## config.mk

```make
export PLATFORM = sky130hd
export DESIGN_NAME = dcache_fill_unit_flat
export DESIGN_NICKNAME = d
export VERILOG_FILES = /design/src/rtl/dcache_fill_unit_if.sv /design/src/rtl/dcache_fill_unit.sv /design/src/flat_wrapper.sv
export SDC_FILE = /design/constraint.sdc
export NUM_CORES = 1
export LEC_CHECK = 0
export BUFFER_PORTS_ARGS = -buffer_cell sky130_fd_sc_hd__buf_2
export CAP_MARGIN = 5
export CORE_AREA = 5 5 262 264
export CTS_BUF_LIST = sky130_fd_sc_hd__clkbuf_16
export CTS_CLUSTER_DIAMETER = 30
export DETAILED_ROUTE_END_ITERATION = 10
export DIE_AREA = 0 0 267 269
export GPL_ROUTABILITY_DRIVEN = 0
export PLACE_DENSITY_LB_ADDON = 0.15
export SLEW_MARGIN = 20
export SYNTH_ARGS = -nofsm -noshare
export SYNTH_HDL_FRONTEND = slang
export SYNTH_SLANG_ARGS = --single-unit
```

## constraint.sdc

```tcl
create_clock -name clk -period 3.48 [get_ports clk]
set_input_delay 0.696 -clock clk [delete_from_list [all_inputs] [get_ports clk]]
set_output_delay 0.696 -clock clk [all_outputs]
set_load 0.005 [all_outputs]
```

## src/rtl/dcache_fill_unit_if.sv

```systemverilog
// Bus bundle between the dcache fill unit and its neighbours: the fill
// request, the memory beat stream, the critical-word bypass to the load
// path and the full-row write port of the data SRAM.
interface dcache_fill_unit_if #(
  parameter int WIDTH        = 512,
  parameter int LOG_NUM_ROWS = 9,
  parameter int WORD_SIZE    = 64
);
  localparam int NUM_WORDS     = WIDTH / WORD_SIZE;
  localparam int LOG_NUM_WORDS = $clog2(NUM_WORDS);

  // Fill request
  logic                     fill_req_valid;
  logic                     fill_req_ready;
  logic [LOG_NUM_ROWS-1:0]  fill_req_row;
  logic [LOG_NUM_WORDS-1:0] fill_req_word;

  // Memory beats
  logic                     beat_valid;
  logic                     beat_ready;
  logic [WORD_SIZE-1:0]     beat_data;

  // Critical-word bypass
  logic                     crit_valid;
  logic [WORD_SIZE-1:0]     crit_data;

  // SRAM write port and completion
  logic [LOG_NUM_ROWS-1:0]  writeAddr;
  logic [WIDTH-1:0]         writeData;
  logic [NUM_WORDS-1:0]     writeEnable;
  logic                     fill_done;
  logic [LOG_NUM_ROWS-1:0]  fill_done_row;

  // Requester / memory / SRAM side
  modport master (
    output fill_req_valid, fill_req_row, fill_req_word, beat_valid, beat_data,
    input  fill_req_ready, beat_ready, crit_valid, crit_data,
           writeAddr, writeData, writeEnable, fill_done, fill_done_row
  );

  // Fill unit side
  modport slave (
    input  fill_req_valid, fill_req_row, fill_req_word, beat_valid, beat_data,
    output fill_req_ready, beat_ready, crit_valid, crit_data,
           writeAddr, writeData, writeEnable, fill_done, fill_done_row
  );
endinterface

```

## src/rtl/dcache_fill_unit.sv

```systemverilog
// Dcache line-fill unit: accepts a fill request, gathers one line of beats in
// wrap-around order starting at the critical word, forwards the critical word
// early, then commits the whole line to the SRAM in one full-row write.
// NUM_WORDS must be a power of two so the word pointer wraps naturally.
module dcache_fill_unit #(
  parameter int WIDTH        = 512,
  parameter int LOG_NUM_ROWS = 9,
  parameter int WORD_SIZE    = 64
) (
  input  logic                clk,
  input  logic                reset,
  dcache_fill_unit_if.slave   bus
);
  localparam int NUM_WORDS     = WIDTH / WORD_SIZE;
  localparam int LOG_NUM_WORDS = $clog2(NUM_WORDS);

  typedef enum logic [1:0] {
    IDLE    = 2'd0,
    COLLECT = 2'd1,
    COMMIT  = 2'd2
  } state_t;

  state_t                                  state_q, state_d;
  logic [LOG_NUM_ROWS-1:0]                 row_q, row_d;
  logic [LOG_NUM_WORDS-1:0]                wptr_q, wptr_d;
  logic [LOG_NUM_WORDS-1:0]                cnt_q, cnt_d;
  logic [NUM_WORDS-1:0][WORD_SIZE-1:0]     line_q, line_d;
  logic                                    crit_valid_q, crit_valid_d;
  logic [WORD_SIZE-1:0]                    crit_data_q, crit_data_d;
  logic                                    beat_acc;

  // State, latched request, pointer/counter, line buffer and bypass registers
  always_ff @(posedge clk) begin
    if (reset) begin
      state_q      <= IDLE;
      row_q        <= '0;
      wptr_q       <= '0;
      cnt_q        <= '0;
      line_q       <= '0;
      crit_valid_q <= 1'b0;
      crit_data_q  <= '0;
    end else begin
      state_q      <= state_d;
      row_q        <= row_d;
      wptr_q       <= wptr_d;
      cnt_q        <= cnt_d;
      line_q       <= line_d;
      crit_valid_q <= crit_valid_d;
      crit_data_q  <= crit_data_d;
    end
  end

  // Next-state logic: request latch, beat acceptance and critical-word capture
  always_comb begin
    state_d      = state_q;
    row_d        = row_q;
    wptr_d       = wptr_q;
    cnt_d        = cnt_q;
    crit_valid_d = 1'b0;
    crit_data_d  = crit_data_q;
    beat_acc     = 1'b0;
    case (state_q)
      IDLE: begin
        if (bus.fill_req_valid) begin
          row_d   = bus.fill_req_row;
          wptr_d  = bus.fill_req_word;
          cnt_d   = '0;
          state_d = COLLECT;
        end
      end
      COLLECT: begin
        if (bus.beat_valid) begin
          beat_acc = 1'b1;
          wptr_d   = wptr_q + 1'b1;
          cnt_d    = cnt_q + 1'b1;
          // The first beat delivered is the critical word.
          if (cnt_q == '0) begin
            crit_valid_d = 1'b1;
            crit_data_d  = bus.beat_data;
          end
          if (cnt_q == LOG_NUM_WORDS'(NUM_WORDS - 1)) begin
            state_d = COMMIT;
          end
        end
      end
      COMMIT: begin
        state_d = IDLE;
      end
      default: begin
        state_d = IDLE;
      end
    endcase
  end

  // Per-word buffer update: only the word under the pointer takes the beat
  generate
    for (genvar gi = 0; gi < NUM_WORDS; gi++) begin : g_word
      assign line_d[gi] = (beat_acc && (wptr_q == LOG_NUM_WORDS'(gi)))
                          ? bus.beat_data : line_q[gi];
    end
  endgenerate

  // Outputs; reset gates the handshakes and strobes combinationally so an
  // abandoned fill never issues a write, even in the cycle reset arrives.
  logic commit_act;
  assign commit_act         = (state_q == COMMIT) && !reset;
  assign bus.fill_req_ready = (state_q == IDLE) && !reset;
  assign bus.beat_ready     = (state_q == COLLECT) && !reset;
  assign bus.crit_valid     = crit_valid_q && !reset;
  assign bus.crit_data      = crit_data_q;
  assign bus.writeAddr      = row_q;
  assign bus.writeData      = line_q;
  assign bus.writeEnable    = {NUM_WORDS{commit_act}};
  assign bus.fill_done      = commit_act;
  assign bus.fill_done_row  = row_q;

endmodule
```

## src/flat_wrapper.sv

```systemverilog
// flat-port wrapper written by rule: the top's interface ports become plain ports
module dcache_fill_unit_flat 
#(
  parameter int WIDTH        = 512,
  parameter int LOG_NUM_ROWS = 9,
  parameter int WORD_SIZE    = 64
)
  (clk, reset, bus_fill_req_valid, bus_fill_req_row, bus_fill_req_word, bus_beat_valid, bus_beat_data, bus_fill_req_ready, bus_beat_ready, bus_crit_valid, bus_crit_data, bus_writeAddr, bus_writeData, bus_writeEnable, bus_fill_done, bus_fill_done_row);
  dcache_fill_unit_if #(.WIDTH(WIDTH), .LOG_NUM_ROWS(LOG_NUM_ROWS), .WORD_SIZE(WORD_SIZE)) bus_i ();
  input  logic clk;
  input  logic reset;
  input wire logic [$bits(bus_i.fill_req_valid)-1:0] bus_fill_req_valid;
  input wire logic [$bits(bus_i.fill_req_row)-1:0] bus_fill_req_row;
  input wire logic [$bits(bus_i.fill_req_word)-1:0] bus_fill_req_word;
  input wire logic [$bits(bus_i.beat_valid)-1:0] bus_beat_valid;
  input wire logic [$bits(bus_i.beat_data)-1:0] bus_beat_data;
  output wire logic [$bits(bus_i.fill_req_ready)-1:0] bus_fill_req_ready;
  output wire logic [$bits(bus_i.beat_ready)-1:0] bus_beat_ready;
  output wire logic [$bits(bus_i.crit_valid)-1:0] bus_crit_valid;
  output wire logic [$bits(bus_i.crit_data)-1:0] bus_crit_data;
  output wire logic [$bits(bus_i.writeAddr)-1:0] bus_writeAddr;
  output wire logic [$bits(bus_i.writeData)-1:0] bus_writeData;
  output wire logic [$bits(bus_i.writeEnable)-1:0] bus_writeEnable;
  output wire logic [$bits(bus_i.fill_done)-1:0] bus_fill_done;
  output wire logic [$bits(bus_i.fill_done_row)-1:0] bus_fill_done_row;
  assign bus_i.fill_req_valid = bus_fill_req_valid;
  assign bus_i.fill_req_row = bus_fill_req_row;
  assign bus_i.fill_req_word = bus_fill_req_word;
  assign bus_i.beat_valid = bus_beat_valid;
  assign bus_i.beat_data = bus_beat_data;
  assign bus_fill_req_ready = bus_i.fill_req_ready;
  assign bus_beat_ready = bus_i.beat_ready;
  assign bus_crit_valid = bus_i.crit_valid;
  assign bus_crit_data = bus_i.crit_data;
  assign bus_writeAddr = bus_i.writeAddr;
  assign bus_writeData = bus_i.writeData;
  assign bus_writeEnable = bus_i.writeEnable;
  assign bus_fill_done = bus_i.fill_done;
  assign bus_fill_done_row = bus_i.fill_done_row;
  dcache_fill_unit #(.WIDTH(WIDTH), .LOG_NUM_ROWS(LOG_NUM_ROWS), .WORD_SIZE(WORD_SIZE)) u_core (.clk(clk), .reset(reset), .bus(bus_i));
endmodule
```

==> run_results.csv <==
group,metric,value,unit
worst_setup_path,cp.arrival,1970,ps
worst_setup_path,rr_startpoint,"u_core.state_q[0]",
timing,setup_viol,0,
worst_setup_path,r2r_slack,1030,ps
power_and_ir_drop,power_frac_clock,59.7,%
min_path,whs_path_depth,3,
outcome,status,"complete, no violations",
timing,max_freq,375,MHz
min_path,min_to,"u_core.bus.fill_done_row[3]",
route,postRouteAntennaNets,0,
power_and_ir_drop,pwr-share-comb,4.6,%
die,die_width,267,um
clock_tree,cts_inserted_buffers,136,
finish,layout-drive-gt1-share,30.8,%
min_path,hp-class,"in -> reg",
finish,num_antenna_cells,0,
global_route,overflow,0,
place,dp_hpwl,56100,um
die,design.core.area,0.0663,sq mm
clock_tree,cts_tree,"built",
power_and_ir_drop,power_density,631,mW/mm^2
worst_setup_path,crit_path_end_kind,"output pin",
clock_tree,hold_buffers,0,
clock_tree,cts_resized,0,
worst_setup_path,crit_path_start_kind,"flop",
timing,hold_violations,0,
global_route,grt_pass1_wl,118000,um
min_path,hold_start,"bus_fill_req_row[3]",
route,wire_per_inst,21.1,um
route,drc,0,
synth,netlist-cell-type-count,31,
timing,slew_viol_final,0,
clock_tree,clock-sinks,594,
die,die_area,0.0718,sq mm
global_route,grt_max_degree,133,
route,avgViaCountPerCell,4.71,
synth,yosysTopAreaCellShare,52.0,%
die,initial_core_util,34.5,%
finish,final_common_cell,"buf_2",
worst_setup_path,critical_path_class,"reg -> out",
timing,post-route-period-util,76.5,%
timing,tightest_slew,691,ps
synth,syn-instance-count,2195,
finish,num-nets-final,2970,
finish,nFillCells,6341,
clock_tree,htreeDepth,4,
synth,synth_area_leader_cell,"dfxtp_1",
finish,layout_common_cells,"buf_2, dfxtp_1, nand2b_1",
synth,yosys_warnings,0,
worst_setup_path,critPathRequiredTime,2780,ps
power_and_ir_drop,vdd_drop_max,0.000372,V
clock_tree,clock_latency,680,ps
power_and_ir_drop,p_int,15.2,mW
power_and_ir_drop,swShare,22.9,%
timing,timing.hold.ws,247,ps
synth,avgSynthCellArea,10.4,sq um
timing,rsz0062_at_grt,"no",
clock_tree,cts_setup_buffers,0,
place,numPortBuffers,685,
power_and_ir_drop,p_leak,16.4,nW
synth,syn_area,0.0229,sq mm
worst_setup_path,cp_max_fo,17,
global_route,track_usage,21.5,%
route,drtIter0Drc,921,
worst_setup_path,r2r_cells,5,
global_route,grt_pass1_vias,18500,
finish,syn2layout_area_growth,36.3,%
route,route.vias.total,18100,
clock_tree,ctsRootBufferMaster,"clkbuf_16",
synth,synth_nets,2284,
clock_tree,ctsLongestPathBuffers,3,
power_and_ir_drop,p_sw,4.51,mW
global_route,antenna_found_initial,1,
flow_run,maxCapViolations,0,
timing,slew_headroom,54.0,%
synth,seq_area_frac_synth,52.0,%
timing,finClkSkew,35.6,ps
worst_setup_path,r2r-end,"u_core.bus.writeData[86]",
power_and_ir_drop,seq_power_share,35.7,%
synth,synthTopCellsByArea,"dfxtp_1, mux2i_1, nand2b_1",
die,rows,95,
timing,min_period,2660,ps
clock_tree,path_clk_slew,40,ps
route,wirelength,81400,um
synth,ys_seq_elements,594,
die,fp.dieH,269,um
route,dr.pass1.iters,5,
timing,tns,0,ps
die,ioPinCount,686,
## through the flow
| step | instances | setup WS [ps] | instance area (sq um) | util, % | power (mW) |
|---|---|---|---|---|---|
| CTS | 3852 | 695 | 31200 | 47.0 | 19.9 |
| floorplan | 2195 | 629 | 22900 | - | 7.64 |
| global placement | 3616 | 822 | 26900 | 40.5 | 8.04 |
| detailed placement | 3616 | 769 | 26900 | 40.5 | 8.05 |
| finish | 3852 | 817 | 31200 | 47.0 | 19.7 |
| global route | 3852 | 618 | 31200 | 47.0 | 20.3 |
## cell families (layout without fill, tap and decap cells)
family | count (synthesis) | count (layout) | share of synthesized area, %
adder cells (fa/ha/maj) | 9 | 9 | 0.493
buffers and inverters | 181 | 965 | 4.90
flip-flops | 594 | 594 | 52.0
AND/OR/NAND/NOR | 813 | 813 | 19.3
multiplexers | 459 | 459 | 20.1
AO/OA/AOI/OAI | 139 | 139 | 3.16
## state kept, by name, indices dropped and copies added (netlist names)
signal                    count
u_core.bus.crit_data         64
u_core.bus.fill_done_row      9
u_core.bus.writeData        512
u_core.cnt_q                  3
u_core.crit_valid_q           1
u_core.state_q                2
u_core.wptr_q                 3
## how the worst max path moves through the flow
stage | from | to | slack (ps) | cells after the start
2_1_floorplan | reset | bus_writeEnable[0] | 630 | 6
3_3_place_gp | bus_beat_valid | u_core.bus.writeData[86] | 820 | 6
3_5_place_dp | bus_beat_valid | u_core.bus.writeData[78] | 770 | 6
4_1_cts | u_core.state_q[1] | bus_writeEnable[5] | 700 | 3
5_1_grt | u_core.state_q[1] | bus_writeEnable[5] | 620 | 3
6_report | u_core.state_q[1] | bus_writeEnable[5] | 820 | 3
## synthesized netlist by cell type (all sizes together)
master	count
and3	2
buf	112
o31ai	1
a21o	1
nand4b	2
o21ai	2
clkbuf	61
and2	1
nor4bb	1
nor3b	3
o32ai	1
nor3	2
a31o	1
inv	8
mux2i	459
a21oi	130
nand2	261
o221a	1
nand3	8
and4b	2
dfxtp	594
ha	9
nand2b	515
nor2	13
nor2b	3
a221oi	2
## power by group through the flow
stage,Combinational (mW),Sequential (mW),Clock (mW)
2_1_floorplan,0.501,7.14,0
6_report,0.899,7.02,11.7
5_1_grt,0.968,7.03,12.3
3_3_place_gp,0.902,7.13,0
4_1_cts,0.915,7.02,12.0
3_5_place_dp,0.910,7.14,0
## worst max-delay path: stages (launching register included)
cell	delay [ps]
dfxtp_1	640
nor3b_1	280
buf_4	210
buf_2	150
## layout make-up
| type | instances | area (sq um) | area share, % |
|---|---|---|---|
| Tap cell | 873 | 1090 | 3.51 |
| Clock inverter | 97 | 818 | 2.63 |
| Inverter | 8 | 30.0 | 0.0964 |
| Multi-Input combinational cell | 1420 | 9940 | 31.9 |
| Timing Repair Buffer | 721 | 3910 | 12.5 |
| Sequential cell | 594 | 11900 | 38.2 |
| Clock buffer | 139 | 3480 | 11.2 |
## metal layers
metal / part of all wire (%) / up-vias / routed length, um / track usage (%)
met5: 0 / - / 0 / 0
met3: 7.3 / 143 / 5950 / 6.98
met2: 49 / 622 / 40100 / 36.6
met1: 40 / 8747 / 33000 / 25.4
li1: - / 8613 / - / -
met4: 2.9 / 0 / 2350 / 8.14
Note: power is estimated with default switching activity, not from simulation.
